**config.mk**
```make
export PLATFORM = sky130hd
export DESIGN_NAME = uart_rx_oversample
export DESIGN_NICKNAME = d
export VERILOG_FILES = /design/src/rtl/uart_pkg.sv /design/src/rtl/uart_baud_tick.sv /design/src/rtl/uart_rx_oversample.sv
export SDC_FILE = /design/constraint.sdc
export NUM_CORES = 1
export LEC_CHECK = 0
export ABC_AREA = 0
export CAP_MARGIN = 20
export CORE_ASPECT_RATIO = 0.5
export CORE_MARGIN = 2
export CORE_UTILIZATION = 51
export CTS_CLUSTER_SIZE = 25
export DETAILED_ROUTE_END_ITERATION = 7
export GPL_ROUTABILITY_DRIVEN = 0
export PLACE_DENSITY = 0.76
export SKIP_LAST_GASP = 1
export SYNTH_ARGS = -nofsm -noshare
export SYNTH_HDL_FRONTEND = slang
export SYNTH_SLANG_ARGS = --single-unit
```
**constraint.sdc**
```tcl
create_clock -name CLK -period 5.8 [get_ports CLK]
set_clock_uncertainty 0.1 [all_clocks]
set_input_delay 1.74 -clock CLK [delete_from_list [all_inputs] [get_ports CLK]]
set_output_delay 1.74 -clock CLK [all_outputs]
set_load 0.005 [all_outputs]
```
**src/rtl/uart_pkg.sv**
```systemverilog
// Shared UART types: RX FSM states, data-width encodings, oversample rate.
// Helpers for data-bit count and 2-of-3 majority voting.
package uart_pkg;

  localparam int OVERSAMPLE = 16;

  localparam logic [1:0] BITS_5 = 2'b00;
  localparam logic [1:0] BITS_6 = 2'b01;
  localparam logic [1:0] BITS_7 = 2'b10;
  localparam logic [1:0] BITS_8 = 2'b11;

  typedef enum logic [2:0] {
    ST_IDLE,
    ST_START,
    ST_DATA,
    ST_PARITY,
    ST_STOP,
    ST_BREAK
  } rx_state_e;

  function automatic logic [3:0] data_bits(
    input logic [1:0] b
  );
    logic [3:0] n;
    n = 4'd8;
    unique case (b)
      BITS_5: n = 4'd5;
      BITS_6: n = 4'd6;
      BITS_7: n = 4'd7;
      BITS_8: n = 4'd8;
      default: n = 4'd8;
    endcase
    return n;
  endfunction

  function automatic logic maj3(
    input logic a,
    input logic b,
    input logic c
  );
    return (a & b) | (a & c) | (b & c);
  endfunction

endpackage

```
**src/rtl/uart_baud_tick.sv**
```systemverilog
// Oversample tick generator: counts 0..div-1, tick at the top count.
// Ports: CLK, RSTN (sync, low), clr (restart count), div, tick.
module uart_baud_tick
  import uart_pkg::*;
(
  input  logic        CLK,
  input  logic        RSTN,
  input  logic        clr,
  input  logic [15:0] div,
  output logic        tick
);

  logic [15:0] cnt;
  logic [15:0] top;

  assign top = (div <= 16'd1) ? 16'd0 : div - 16'd1;

  // >= so a divisor shrunk below the current count cannot stall.
  assign tick = (cnt >= top);

  always_ff @(posedge CLK) begin
    if (!RSTN) begin
      cnt <= '0;
    end else if (clr || tick) begin
      cnt <= '0;
    end else begin
      cnt <= cnt + 16'd1;
    end
  end

endmodule

```
**src/rtl/uart_rx_oversample.sv**
```systemverilog
// UART receiver: 16x oversampling, 3-sample vote, parity/frame/break.
// Ports: CLK, RSTN, rx_i, cfg_*, data/flags/valid_o, ready_i, overrun_o, busy_o.
module uart_rx_oversample
  import uart_pkg::*;
(
  input  logic        CLK,
  input  logic        RSTN,
  input  logic        rx_i,
  input  logic [15:0] cfg_div_i,
  input  logic [1:0]  cfg_bits_i,
  input  logic        cfg_parity_en_i,
  input  logic        cfg_parity_odd_i,
  output logic [7:0]  data_o,
  output logic        parity_err_o,
  output logic        frame_err_o,
  output logic        break_o,
  output logic        valid_o,
  input  logic        ready_i,
  output logic        overrun_o,
  output logic        busy_o
);

  localparam logic [3:0] MID  = 4'(OVERSAMPLE / 2);
  localparam logic [3:0] S_A  = MID - 4'd1;
  localparam logic [3:0] S_B  = MID;
  localparam logic [3:0] S_C  = MID + 4'd1;
  localparam logic [3:0] LAST = 4'(OVERSAMPLE - 1);

  logic       sync1;
  logic       rxs;
  logic       tick;
  logic       start_det;

  rx_state_e  state;
  logic [3:0] scnt;
  logic [3:0] dcnt;
  logic       smp_a;
  logic       smp_b;
  logic [7:0] shreg;
  logic       par_q;
  logic [1:0] bits_q;
  logic       pen_q;
  logic       podd_q;

  logic       vote;
  logic       done;
  logic       c_pe;
  logic       c_fe;
  logic       c_br;

  always_ff @(posedge CLK) begin
    if (!RSTN) begin
      sync1 <= 1'b1;
      rxs   <= 1'b1;
    end else begin
      sync1 <= rx_i;
      rxs   <= sync1;
    end
  end

  assign start_det = tick && (state == ST_IDLE) && !rxs;

  uart_baud_tick u_tick (
    .CLK  (CLK),
    .RSTN (RSTN),
    .clr  (start_det),
    .div  (cfg_div_i),
    .tick (tick)
  );

  // Third sample is the live one; the vote resolves at count S_C.
  assign vote = maj3(smp_a, smp_b, rxs);
  assign done = tick && (state == ST_STOP) && (scnt == S_C);

  assign c_pe = pen_q & (^shreg ^ par_q ^ podd_q);
  assign c_fe = !vote;
  assign c_br = !vote && (shreg == 8'd0) && !(pen_q && par_q);

  assign busy_o = (state != ST_IDLE);

  always_ff @(posedge CLK) begin
    if (!RSTN) begin
      state  <= ST_IDLE;
      scnt   <= '0;
      dcnt   <= '0;
      smp_a  <= 1'b1;
      smp_b  <= 1'b1;
      shreg  <= '0;
      par_q  <= 1'b0;
      bits_q <= BITS_8;
      pen_q  <= 1'b0;
      podd_q <= 1'b0;
    end else if (tick) begin
      if (state != ST_IDLE && state != ST_BREAK) begin
        scnt <= scnt + 4'd1;
        if (scnt == S_A) smp_a <= rxs;
        if (scnt == S_B) smp_b <= rxs;
      end
      unique case (state)
        ST_IDLE: begin
          if (!rxs) begin
            state  <= ST_START;
            scnt   <= 4'd1;
            dcnt   <= '0;
            shreg  <= '0;
            par_q  <= 1'b0;
            bits_q <= cfg_bits_i;
            pen_q  <= cfg_parity_en_i;
            podd_q <= cfg_parity_odd_i;
          end
        end
        ST_START: begin
          if (scnt == S_C && vote) begin
            state <= ST_IDLE;
          end else if (scnt == LAST) begin
            state <= ST_DATA;
          end
        end
        ST_DATA: begin
          if (scnt == S_C) begin
            shreg[dcnt[2:0]] <= vote;
            dcnt <= dcnt + 4'd1;
          end
          if (scnt == LAST && dcnt == data_bits(bits_q)) begin
            state <= pen_q ? ST_PARITY : ST_STOP;
          end
        end
        ST_PARITY: begin
          if (scnt == S_C) par_q <= vote;
          if (scnt == LAST) state <= ST_STOP;
        end
        ST_STOP: begin
          // Decide mid stop bit so back-to-back starts are not missed.
          if (scnt == S_C) begin
            state <= c_br ? ST_BREAK : ST_IDLE;
          end
        end
        ST_BREAK: begin
          if (rxs) state <= ST_IDLE;
        end
        default: state <= ST_IDLE;
      endcase
    end
  end

  always_ff @(posedge CLK) begin
    if (!RSTN) begin
      data_o       <= '0;
      parity_err_o <= 1'b0;
      frame_err_o  <= 1'b0;
      break_o      <= 1'b0;
      valid_o      <= 1'b0;
      overrun_o    <= 1'b0;
    end else begin
      overrun_o <= 1'b0;
      if (done) begin
        if (!valid_o || ready_i) begin
          data_o       <= shreg;
          parity_err_o <= c_pe;
          frame_err_o  <= c_fe;
          break_o      <= c_br;
          valid_o      <= 1'b1;
        end else begin
          overrun_o <= 1'b1;
        end
      end else if (valid_o && ready_i) begin
        valid_o <= 1'b0;
      end
    end
  end

endmodule

```
==> impl_metrics.csv, run 1 <==
group,metric,value,unit
run_status,status,"finished clean",
routing,num_vias,3246,
hold_path,min_path_type,"flip-flop to flip-flop",
sta,hold_ws,319,ps
sta,setup_viol_count_final,0,
global_route,grt_pass1_wl,13600,um
clock_tree,cts-hold-fix-buffers,0,
global_route,overflow,0,
worst_setup_path,worstSetupStartpointType,"primary input",
synth,ys_warn_count,0,
sta,relSlewSlack,0.557,
layout,utilization,0.684,
synth,synthDistinctLibCells,60,
sta,rsz0062_at_grt,"false",
sta,period_minus_slack,5490,ps
synth,synth-edff-count,0,
global_route,antenna_found_initial,0,
die,core-area,0.00670,mm2
worst_setup_path,crit_path_end_kind,"flip-flop",
synth,synth-main-ff-cell,"dfxtp_1",
clock_tree,clkSlewWorstSetupHoldPaths,50,ps
sta,tightestPinTransition,660,ps
synth,ys_seq_area_frac,0.323,
sta,period_share,0.946,
sta,max_freq,0.182,GHz
worst_setup_path,ff2ff_path_depth,9,
placed_design,place_hpwl,5620,um
routing,remaining_drc_errors,0,
die,initial_core_util,0.527,
clock_tree,clkLatencyLatePin,320,ps
die,die_w,122,um
layout,seq_area,0.00114,mm2
global_route,track_usage,0.219,
clock_tree,cts_max_level,3,
layout,instances_no_fill,589,
synth,syn_avg_cell_area,8.11,um2
global_route,met1_usage,0.280,
run,maxCapViolCount,0,
global_route,grt_pass1_vias,3073,
layout,final_nets,547,
hold_path,holdPathStages,1,
placed_design,placed_cell_area,0.00411,mm2
sta,finalMaxSlewViolations,0,
layout,multi_input_area,0.00232,mm2
layout,fillCellCount,542,
synth,synth_cells,435,
routing,viasPerCell,5.51,
sta,setup_tns,0,ps
worst_setup_path,r2r_slack,3180,ps
global_route,use_met2,0.369,
power_and_ir_drop,leakage,1.87,nW
synth,yosys_register_bits,57,
routing,ant_nets,0,
routing,firstDrtPassIters,5,
clock_tree,cts_made_buffers,9,
layout,drive_gt1_frac,0.133,
routing,wl_per_cell,14.0,um
die,io_pins,38,
sta,hold_viol,0,
routing,dr.first_iter.drc_count,327,
worst_setup_path,arrival,5630,ps
placed_design,portBuffers,37,
clock_tree,root_buffer,"clkbuf_16",
clock_tree,clock_sinks,57,
synth,synth_nets,489,
layout,antenna_cells,0,
worst_setup_path,cp_max_fo,11,
die,die_y,62.8,um
power_and_ir_drop,ir_drop,0.118,mV
synth,syn_area,0.00353,mm2
routing,wirelength,8260,um
die,dieArea,0.00764,mm2
worst_setup_path,path_class,"primary input to flip-flop",
layout,areaGrowthSynthToFinish,29.8,%
global_route,grt_max_degree,43,
clock_tree,clockBufferDepth,2,
placed_design,dp_cells,569,
power_and_ir_drop,p_per_area,215,mW/mm2
global_route,top_usage_layer,"met2",
synth,synth_async_sr_flop_share,0,
die,fp-row-count,21,
global_route,grt_use_met3,0.0666,
clock_tree,cts_tree,"yes",
layout,final_area,0.00458,mm2
worst_setup_path,worstPathRequired,5940,ps
==> final timing paths <==
path,from,end
max reg2reg,u_tick.cnt[15]$_SDFF_PP0_,par_q$_SDFFE_PN0P_
min reg2reg,sync1$_SDFF_PN1_,rxs$_SDFF_PN1_
min,sync1$_SDFF_PN1_,rxs$_SDFF_PN1_
max,cfg_div_i[6],par_q$_SDFFE_PN0P_
==> layout by cell type (no fill, tap or decap), types with 3 or more instances in the layout <==
cell type / instances
dfxtp_1: 57
nand2_1: 54
nor2_1: 50
clkdlybuf4s50_1: 33
ha_1: 29
o21ai_0: 23
buf_4: 23
inv_1: 20
nand3_1: 20
xnor2_1: 18
xor2_1: 14
a21oi_1: 11
clkbuf_16: 10
mux2i_1: 9
and3_1: 8
nor3_1: 7
nand2b_1: 6
nand4_1: 6
nor2b_1: 5
a21boi_0: 4
a21o_1: 4
a211oi_1: 4
nor3b_1: 4
dlymetal6s2s_1: 4
or4_4: 3
nor4_1: 3
nand3b_1: 3
a32o_1: 3
o211ai_1: 3
a31oi_1: 3
clkbuf_8: 3
==> metrics by stage <==
step	total power [W]	worst slack, ps
2_1_floorplan	0.000438	265
3_3_place_gp	0.000472	-318
3_5_place_dp	0.000472	-448
4_1_cts	0.000992	-94.6
5_1_grt	0.00102	80.8
6_report	0.000986	315
==> worst max-delay path, cell delays in order <==
cell            delay, ps
dlymetal6s2s_1        130
or4_4                 550
nor4_4                230
nand2b_1              100
or2_1                 250
or4b_4                530
buf_8                 160
nand2_1                50
ha_1                  120
nand4_1               210
a211oi_2              280
a32oi_2               150
buf_4                 180
and2_4                160
buf_6                 140
or4_4                 520
a21oi_2               120
==> power breakdown <==
| part | switching, W | internal (W) |
|---|---|---|
| logic | 0.0000342 | 0.0000344 |
| registers | 0.00000313 | 0.000395 |
| clock network | 0.000168 | 0.000351 |
==> final cells by class <==
type	count	area share
Timing Repair Buffer	65	0.137
Multi-Input combinational cell	339	0.506
Tap cell	92	0.0251
Inverter	21	0.0172
Sequential cell	57	0.249
Clock buffer	12	0.0560
Clock inverter	3	0.00874
==> registers in the layout (all words and copies together), names as in the netlist, 2 cells and up <==
name and count:
shreg 8, scnt 4, bits_q 2, data_o 8, state 3, u_tick.cnt 16
dcnt 4
==> kinds of logic after synthesis <==
logic type | share of synthesized area
AOI/OAI and AO/OA | 0.157
xor gates and xnor gates | 0.0794
adders and majority gates | 0.109
buffers and inverters | 0.0450
DFF | 0.323
muxes | 0.0287
and+or+nand+nor | 0.257
==> Yosys cell counts (4+ instances only) <==
library cell,count,share of area
nand2b_1,6,0.011
a21o_1,4,0.0085
and3_1,8,0.014
ha_1,30,0.11
a21oi_1,14,0.020
nand3_1,20,0.028
nor3_1,8,0.011
inv_1,20,0.021
xnor2_1,18,0.045
xor2_1,14,0.035
o21ai_0,23,0.033
dfxtp_1,57,0.32
a211oi_1,6,0.013
nor2_1,50,0.053
clkbuf_1,14,0.015
nor3b_1,4,0.0085
nand4_1,6,0.011
a21boi_0,5,0.011
nand2_1,55,0.059
mux2i_1,9,0.026
nor2b_1,5,0.0089
==> timing repair <==
item | 4_1_cts | 5_1_grt
gates cloned | 0 | 1
endpoints found under the setup margin | 6 | 42
buffers inserted | 0 | 3
pin swaps | 0 | 12
resized for setup | 1 | 24
==> per-layer routing <==
layer  share of wire  vias to the layer above
met4           0.015                        0
li1                -                     1647
met1            0.47                     1506
met3           0.054                       17
met2            0.46                       76
met5               0                        -
No activity file was read; power rests on OpenSTA's default activity.
==> inputs of run 2 (changes only) <==
Settings changed: CELL_PAD_IN_SITES_DETAIL_PLACEMENT set to 1, CELL_PAD_IN_SITES_GLOBAL_PLACEMENT set to 1, CORE_UTILIZATION 51 to 38, PLACE_DENSITY 0.76 to not set, PLACE_DENSITY_LB_ADDON set to 0.1.
==> run 2 against run 1 <==
Effect of this change: sequential power is essentially flat; register-to-register slack gained 50 ps; cell count grew 4.1%; non-clock buffer count shrank 2; utilization shrank 16 points; routed wire length grew 27%; clock-buffer cell count shrank 1; largest cell class unchanged; critical path type unchanged; die area grew 32%; total power grew 1.2%; maximum frequency shrank 4.0%; global-route usage shrank 1.4 points; clock power grew 2%.
==> impl_metrics.csv, run 2 (synthesized netlist as in run 1, its figures left out) <==
group,metric,value,unit
routing,num_vias,3336,
sta,setup_tns,0,ps
layout,layout_commonest_cell,"dfxtp_1",
worst_setup_path,worstPathRequired,5940,ps
sta,period_share,0.985,
routing,wirelength,10500,um
clock_tree,clockBufferDepth,2,
sta,tightestPinTransition,600,ps
hold_path,min_path_type,"flip-flop to flip-flop",
global_route,top_usage_layer,"met2",
routing,firstDrtPassIters,4,
layout,fillCellCount,1051,
global_route,use_met2,0.367,
power_and_ir_drop,leakage,1.82,nW
routing,wl_per_cell,17.1,um
die,initial_core_util,0.398,
sta,period_minus_slack,5710,ps
sta,relSlewSlack,0.598,
global_route,antenna_found_initial,0,
run,maxCapViolCount,0,
global_route,grt_pass1_vias,3500,
clock_tree,root_buffer,"clkbuf_16",
run_status,status,"finished clean",
clock_tree,clkLatencyLatePin,330,ps
global_route,met1_usage,0.240,
placed_design,portBuffers,37,
layout,areaGrowthSynthToFinish,31.0,%
worst_setup_path,crit_path_end_kind,"flip-flop",
clock_tree,clock_sinks,57,
routing,viasPerCell,5.44,
die,die_w,140,um
clock_tree,clkSlewWorstSetupHoldPaths,50,ps
sta,hold_viol,0,
worst_setup_path,ff2ff_path_depth,9,
sta,max_freq,0.175,GHz
layout,seq_area,0.00114,mm2
routing,ant_nets,0,
hold_path,holdPathStages,1,
die,die_y,72.1,um
layout,multi_input_area,0.00233,mm2
global_route,overflow,0,
layout,final_area,0.00462,mm2
global_route,track_usage,0.205,
layout,final_cell_mix,"57 x dfxtp_1, 53 x nand2_1, 49 x nor2_1, 36 x clkdlybuf4s50_1, 29 x ha_1",
routing,dr.first_iter.drc_count,150,
worst_setup_path,arrival,5850,ps
die,core-area,0.00886,mm2
layout,largestRegisters,"u_tick.cnt: 16 flops, data_o: 8 flops, shreg: 8 flops",
clock_tree,cts_made_buffers,9,
layout,final_nets,545,
sta,finalMaxSlewViolations,0,
layout,largest_reg_flops,16,
worst_setup_path,worstSetupStartpointType,"primary input",
worst_setup_path,path_class,"primary input to flip-flop",
clock_tree,cts_tree,"yes",
worst_setup_path,cp_max_fo,13,
routing,remaining_drc_errors,0,
layout,antenna_cells,0,
global_route,grt_max_degree,43,
sta,setup_viol_count_final,0,
power_and_ir_drop,ir_drop,0.148,mV
power_and_ir_drop,p_per_area,216,mW/mm2
die,fp-row-count,24,
die,dieArea,0.0101,mm2
die,io_pins,38,
global_route,grt_use_met3,0.0594,
power_and_ir_drop,finalPower,0.000997,W
placed_design,place_hpwl,7280,um
clock_tree,cts_max_level,3,
layout,regMostFlops,"u_tick.cnt",
global_route,grt_pass1_wl,16600,um
layout,drive_gt1_frac,0.127,
placed_design,placed_cell_area,0.00417,mm2
-- run 2: per-stage QoR --
stage | cells | util | setup slack (ps) | hold WS (ps)
2_1_floorplan | 435 | - | 265 | 286
3_3_place_gp | 592 | 0.470 | -236 | 309
3_5_place_dp | 592 | 0.470 | -422 | 302
4_1_cts | 608 | 0.506 | -10.1 | 329
5_1_grt | 613 | 0.522 | -87.5 | 353
6_report | 613 | 0.522 | 88.6 | 331
-- run 2: worst paths after layout --
| path | startpoint | endpoint | slack [ps] |
|---|---|---|---|
| worst max register to register | u_tick.cnt[0]$_SDFF_PP0_ | shreg[0]$_SDFFE_PN0P_ | 3230 |
| worst min register to register | sync1$_SDFF_PN1_ | rxs$_SDFF_PN1_ | 330 |
| worst min-delay path | sync1$_SDFF_PN1_ | rxs$_SDFF_PN1_ | 330 |
| worst max-delay path | cfg_div_i[8] | par_q$_SDFFE_PN0P_ | 90 |
-- run 2: what timing repair did --
action                                  in CTS  in global routing
gates resized for setup                      3                 16
buffers inserted                             0                  4
pin swaps                                    0                  3
cloned                                       0                  1
endpoints found under the hold margin        0                  0
hold buffers                                 0                  0
endpoints found under the setup margin      11                 33
-- run 2: layout make-up --
| class | instances | share of cell area |
|---|---|---|
| Clock inverter | 5 | 0.0119 |
| Sequential cell | 57 | 0.247 |
| Clock buffer | 11 | 0.0525 |
| Timing Repair Buffer | 63 | 0.136 |
| Multi-Input combinational cell | 339 | 0.504 |
| Tap cell | 117 | 0.0317 |
| Inverter | 21 | 0.0171 |
-- run 2: per-layer routing --
| metal | up-vias | wire (um) |
|---|---|---|
| met5 | - | 0 |
| met4 | 0 | 98 |
| met3 | 14 | 406 |
| met2 | 55 | 5230 |
| met1 | 1624 | 4750 |
| li1 | 1643 | - |
-- run 2: power breakdown --
| part | internal [W] | total, W | switching, W | leakage [nW] |
|---|---|---|---|---|
| Combinational | 0.0000348 | 0.0000728 | 0.0000379 | 1.22 |
| Sequential | 0.000395 | 0.000398 | 0.00000311 | 0.460 |
| Clock | 0.000342 | 0.000527 | 0.000185 | 0.142 |
| Total | 0.000771 | 0.000997 | 0.000226 | 1.82 |
-- run 2: worst max-delay path, cell delays in order --
cell and delay [ps]:
clkdlybuf4s50_1 430, or4_4 540, nor4_4 190, nand2b_1 110, or2_1 230, or4b_4 530, buf_6 160, nand2_1 70
ha_1 150, nand4_1 200, buf_4 200, nor2_1 190, a32oi_4 100, and2_4 200, buf_4 140, or4_1 490
a21oi_1 160
==> inputs of run 3 (changes only) <==
Settings changed: CORE_ASPECT_RATIO 0.5 to 0.7, MAX_ROUTING_LAYER set to met4.
==> run 3 against run 2 <==
Effect of this change: sequential share of layout area decreased by 0.12 points; flip-flop and latch count unchanged; first-iteration DRC count decreased by 12%; worst setup slack improved by 97 ps; die area decreased by 0.34%; critical path type unchanged.
==> impl_metrics.csv, run 3 (synthesized netlist as in run 1, its figures left out) <==
group,metric,value,unit
global_route,top_usage_layer,"met1",
worst_setup_path,ff2ff_path_depth,9,
clock_tree,root_buffer,"clkbuf_16",
worst_setup_path,arrival,5750,ps
layout,final_nets,552,
sta,hold_ws,312,ps
worst_setup_path,r2r_slack,3230,ps
sta,hold_viol,0,
layout,final_cell_mix,"57 x dfxtp_1, 52 x nand2_1, 50 x nor2_1, 33 x clkdlybuf4s50_1",
layout,largest_reg_flops,16,
worst_setup_path,worstSetupStartpointType,"primary input",
layout,utilization,0.514,
worst_setup_path,slowest_delay,600,ps
hold_path,min_path_type,"flip-flop to flip-flop",
routing,dr.first_iter.drc_count,132,
die,die_y,84.6,um
worst_setup_path,crit_path_end_kind,"flip-flop",
layout,instances_no_fill,627,
sta,fin_ws,186,ps
power_and_ir_drop,ir_drop,0.177,mV
worst_setup_path,worstPathRequired,5940,ps
die,fp-row-count,29,
sta,tightestPinTransition,649,ps
sta,finalMaxSlewViolations,0,
layout,seq_area,0.00114,mm2
routing,num_vias,3337,
global_route,track_usage,0.220,
clock_tree,clkSlewWorstSetupHoldPaths,50,ps
global_route,use_met2,0.307,
layout,regMostFlops,"u_tick.cnt",
sta,relSlewSlack,0.564,
die,initial_core_util,0.391,
routing,firstDrtPassIters,5,
layout,antenna_cells,0,
clock_tree,cts-hold-fix-buffers,0,
die,io_pins,38,
routing,remaining_drc_errors,0,
worst_setup_path,path_class,"primary input to flip-flop",
clock_tree,cts_tree,"yes",
global_route,grt_pass1_wl,17000,um
layout,fillCellCount,1058,
layout,drive_gt1_frac,0.147,
placed_design,place_hpwl,7690,um
power_and_ir_drop,p_per_area,219,mW/mm2
routing,ant_nets,0,
layout,multi_input_area,0.00230,mm2
worst_setup_path,crit_slowest_cell,"or4b_4",
sta,setup_viol_count_final,0,
worst_setup_path,cp_max_fo,9,
global_route,overflow,0,
global_route,met1_usage,0.319,
global_route,grt_use_met3,0.0496,
routing,wl_per_cell,16.6,um
worst_setup_path,cp_cell_sequence,"dlymetal6s2s_1, or4_4, nor4_4, nand2b_1, or2_1, or4b_4, buf_6, nand2_2, ha_4, nand4_1, a211oi_2, a32oi_1, buf_4, and2_4, buf_6, or4_4, a21oi_2",
die,core-area,0.00903,mm2
sta,period_minus_slack,5610,ps
placed_design,portBuffers,37,
worst_setup_path,rr_endpoint,"par_q$_SDFFE_PN0P_",
clock_tree,cts_max_level,3,
global_route,antenna_found_initial,0,
clock_tree,cts_made_buffers,9,
global_route,grt_max_degree,43,
sta,period_share,0.968,
sta,rsz0062_at_grt,"false",
placed_design,dp_cells,603,
power_and_ir_drop,finalPower,0.00102,W
worst_setup_path,r2r_start,"u_tick.cnt[15]$_SDFF_PP0_",
routing,viasPerCell,5.32,
clock_tree,clkLatencyLatePin,330,ps
sta,max_freq,0.178,GHz
clock_tree,clockBufferDepth,2,
worst_setup_path,crit_start,"cfg_div_i[9]",
layout,areaGrowthSynthToFinish,31.6,%
worst_setup_path,cp-endpoint,"par_q$_SDFFE_PN0P_",
placed_design,place_ws,-332,ps
run,maxCapViolCount,0,
die,die_w,119,um
global_route,grt_pass1_vias,3285,
die,dieArea,0.0101,mm2
layout,layout_commonest_cell,"dfxtp_1",
clock_tree,clock_sinks,57,
power_and_ir_drop,leakage,1.87,nW
layout,largestRegisters,"u_tick.cnt: 16 flops, data_o: 8 flops, shreg: 8 flops",
routing,wirelength,10400,um
run_status,status,"finished clean",
==> run 3: cell types whose count changed in the layout (fill, tap and decap cells not counted), moves of 3 or more <==
cell             previous run  this run
a21oi_2                     0         3
buf_4                      21        28
clkdlybuf4s50_1            36        33
dlymetal6s2s_1              1         4
==> run 3: critical path, delay by kind of cell <==
family / cells / cell delay [ps]
simple gates: 9 / 2760
buf+inv: 4 / 600
compound gates: 3 / 530
fa+ha+maj: 1 / 130
==> run 3: repair_timing <==
action	4_1_cts	5_1_grt
endpoints found under the setup margin	3	46
pin swaps	1	11
buffers inserted	0	8
resized for setup	1	22
==> run 3: how the worst min path moves through the flow <==
stage | startpoint | end | slack [ps] | depth (start not counted)
finish | sync1$_SDFF_PN1_ | rxs$_SDFF_PN1_ | 310 | 1
global route | sync1$_SDFF_PN1_ | rxs$_SDFF_PN1_ | 330 | 1
CTS | sync1$_SDFF_PN1_ | rxs$_SDFF_PN1_ | 320 | 1
detailed placement | sync1$_SDFF_PN1_ | rxs$_SDFF_PN1_ | 300 | 1
global placement | sync1$_SDFF_PN1_ | rxs$_SDFF_PN1_ | 300 | 1
floorplan | sync1$_SDFF_PN1_ | rxs$_SDFF_PN1_ | 290 | 1
==> run 3: cell type report <==
class	instances	share of cell area
Multi-Input combinational cell	339	0.496
Sequential cell	57	0.246
Timing Repair Buffer	70	0.140
Clock buffer	12	0.0574
Tap cell	124	0.0334
Inverter	21	0.0170
Clock inverter	4	0.0108
==> run 3: where the power goes <==
| group | leakage [nW] | total [W] | internal, W | switching, W |
|---|---|---|---|---|
| clock network | 0.151 | 0.000549 | 0.000366 | 0.000183 |
| registers | 0.460 | 0.000398 | 0.000395 | 0.00000344 |
| logic | 1.26 | 0.0000715 | 0.0000346 | 0.0000369 |
| total | 1.87 | 0.00102 | 0.000795 | 0.000223 |
==> run 3: per-layer routing <==
metal,vias up,share of wire
met2,47,0.43
met5,-,0
met4,0,0.0098
met3,10,0.035
met1,1623,0.53
li1,1657,-
==> run 3: per-stage QoR <==
| step | setup TNS (ps) | instance area, um2 |
|---|---|---|
| finish | 0 | 4640 |
| global route | 0 | 4640 |
| CTS | 0 | 4500 |
| detailed placement | -11010 | 4180 |
| global placement | -5670 | 4180 |
| floorplan | 0 | 3530 |
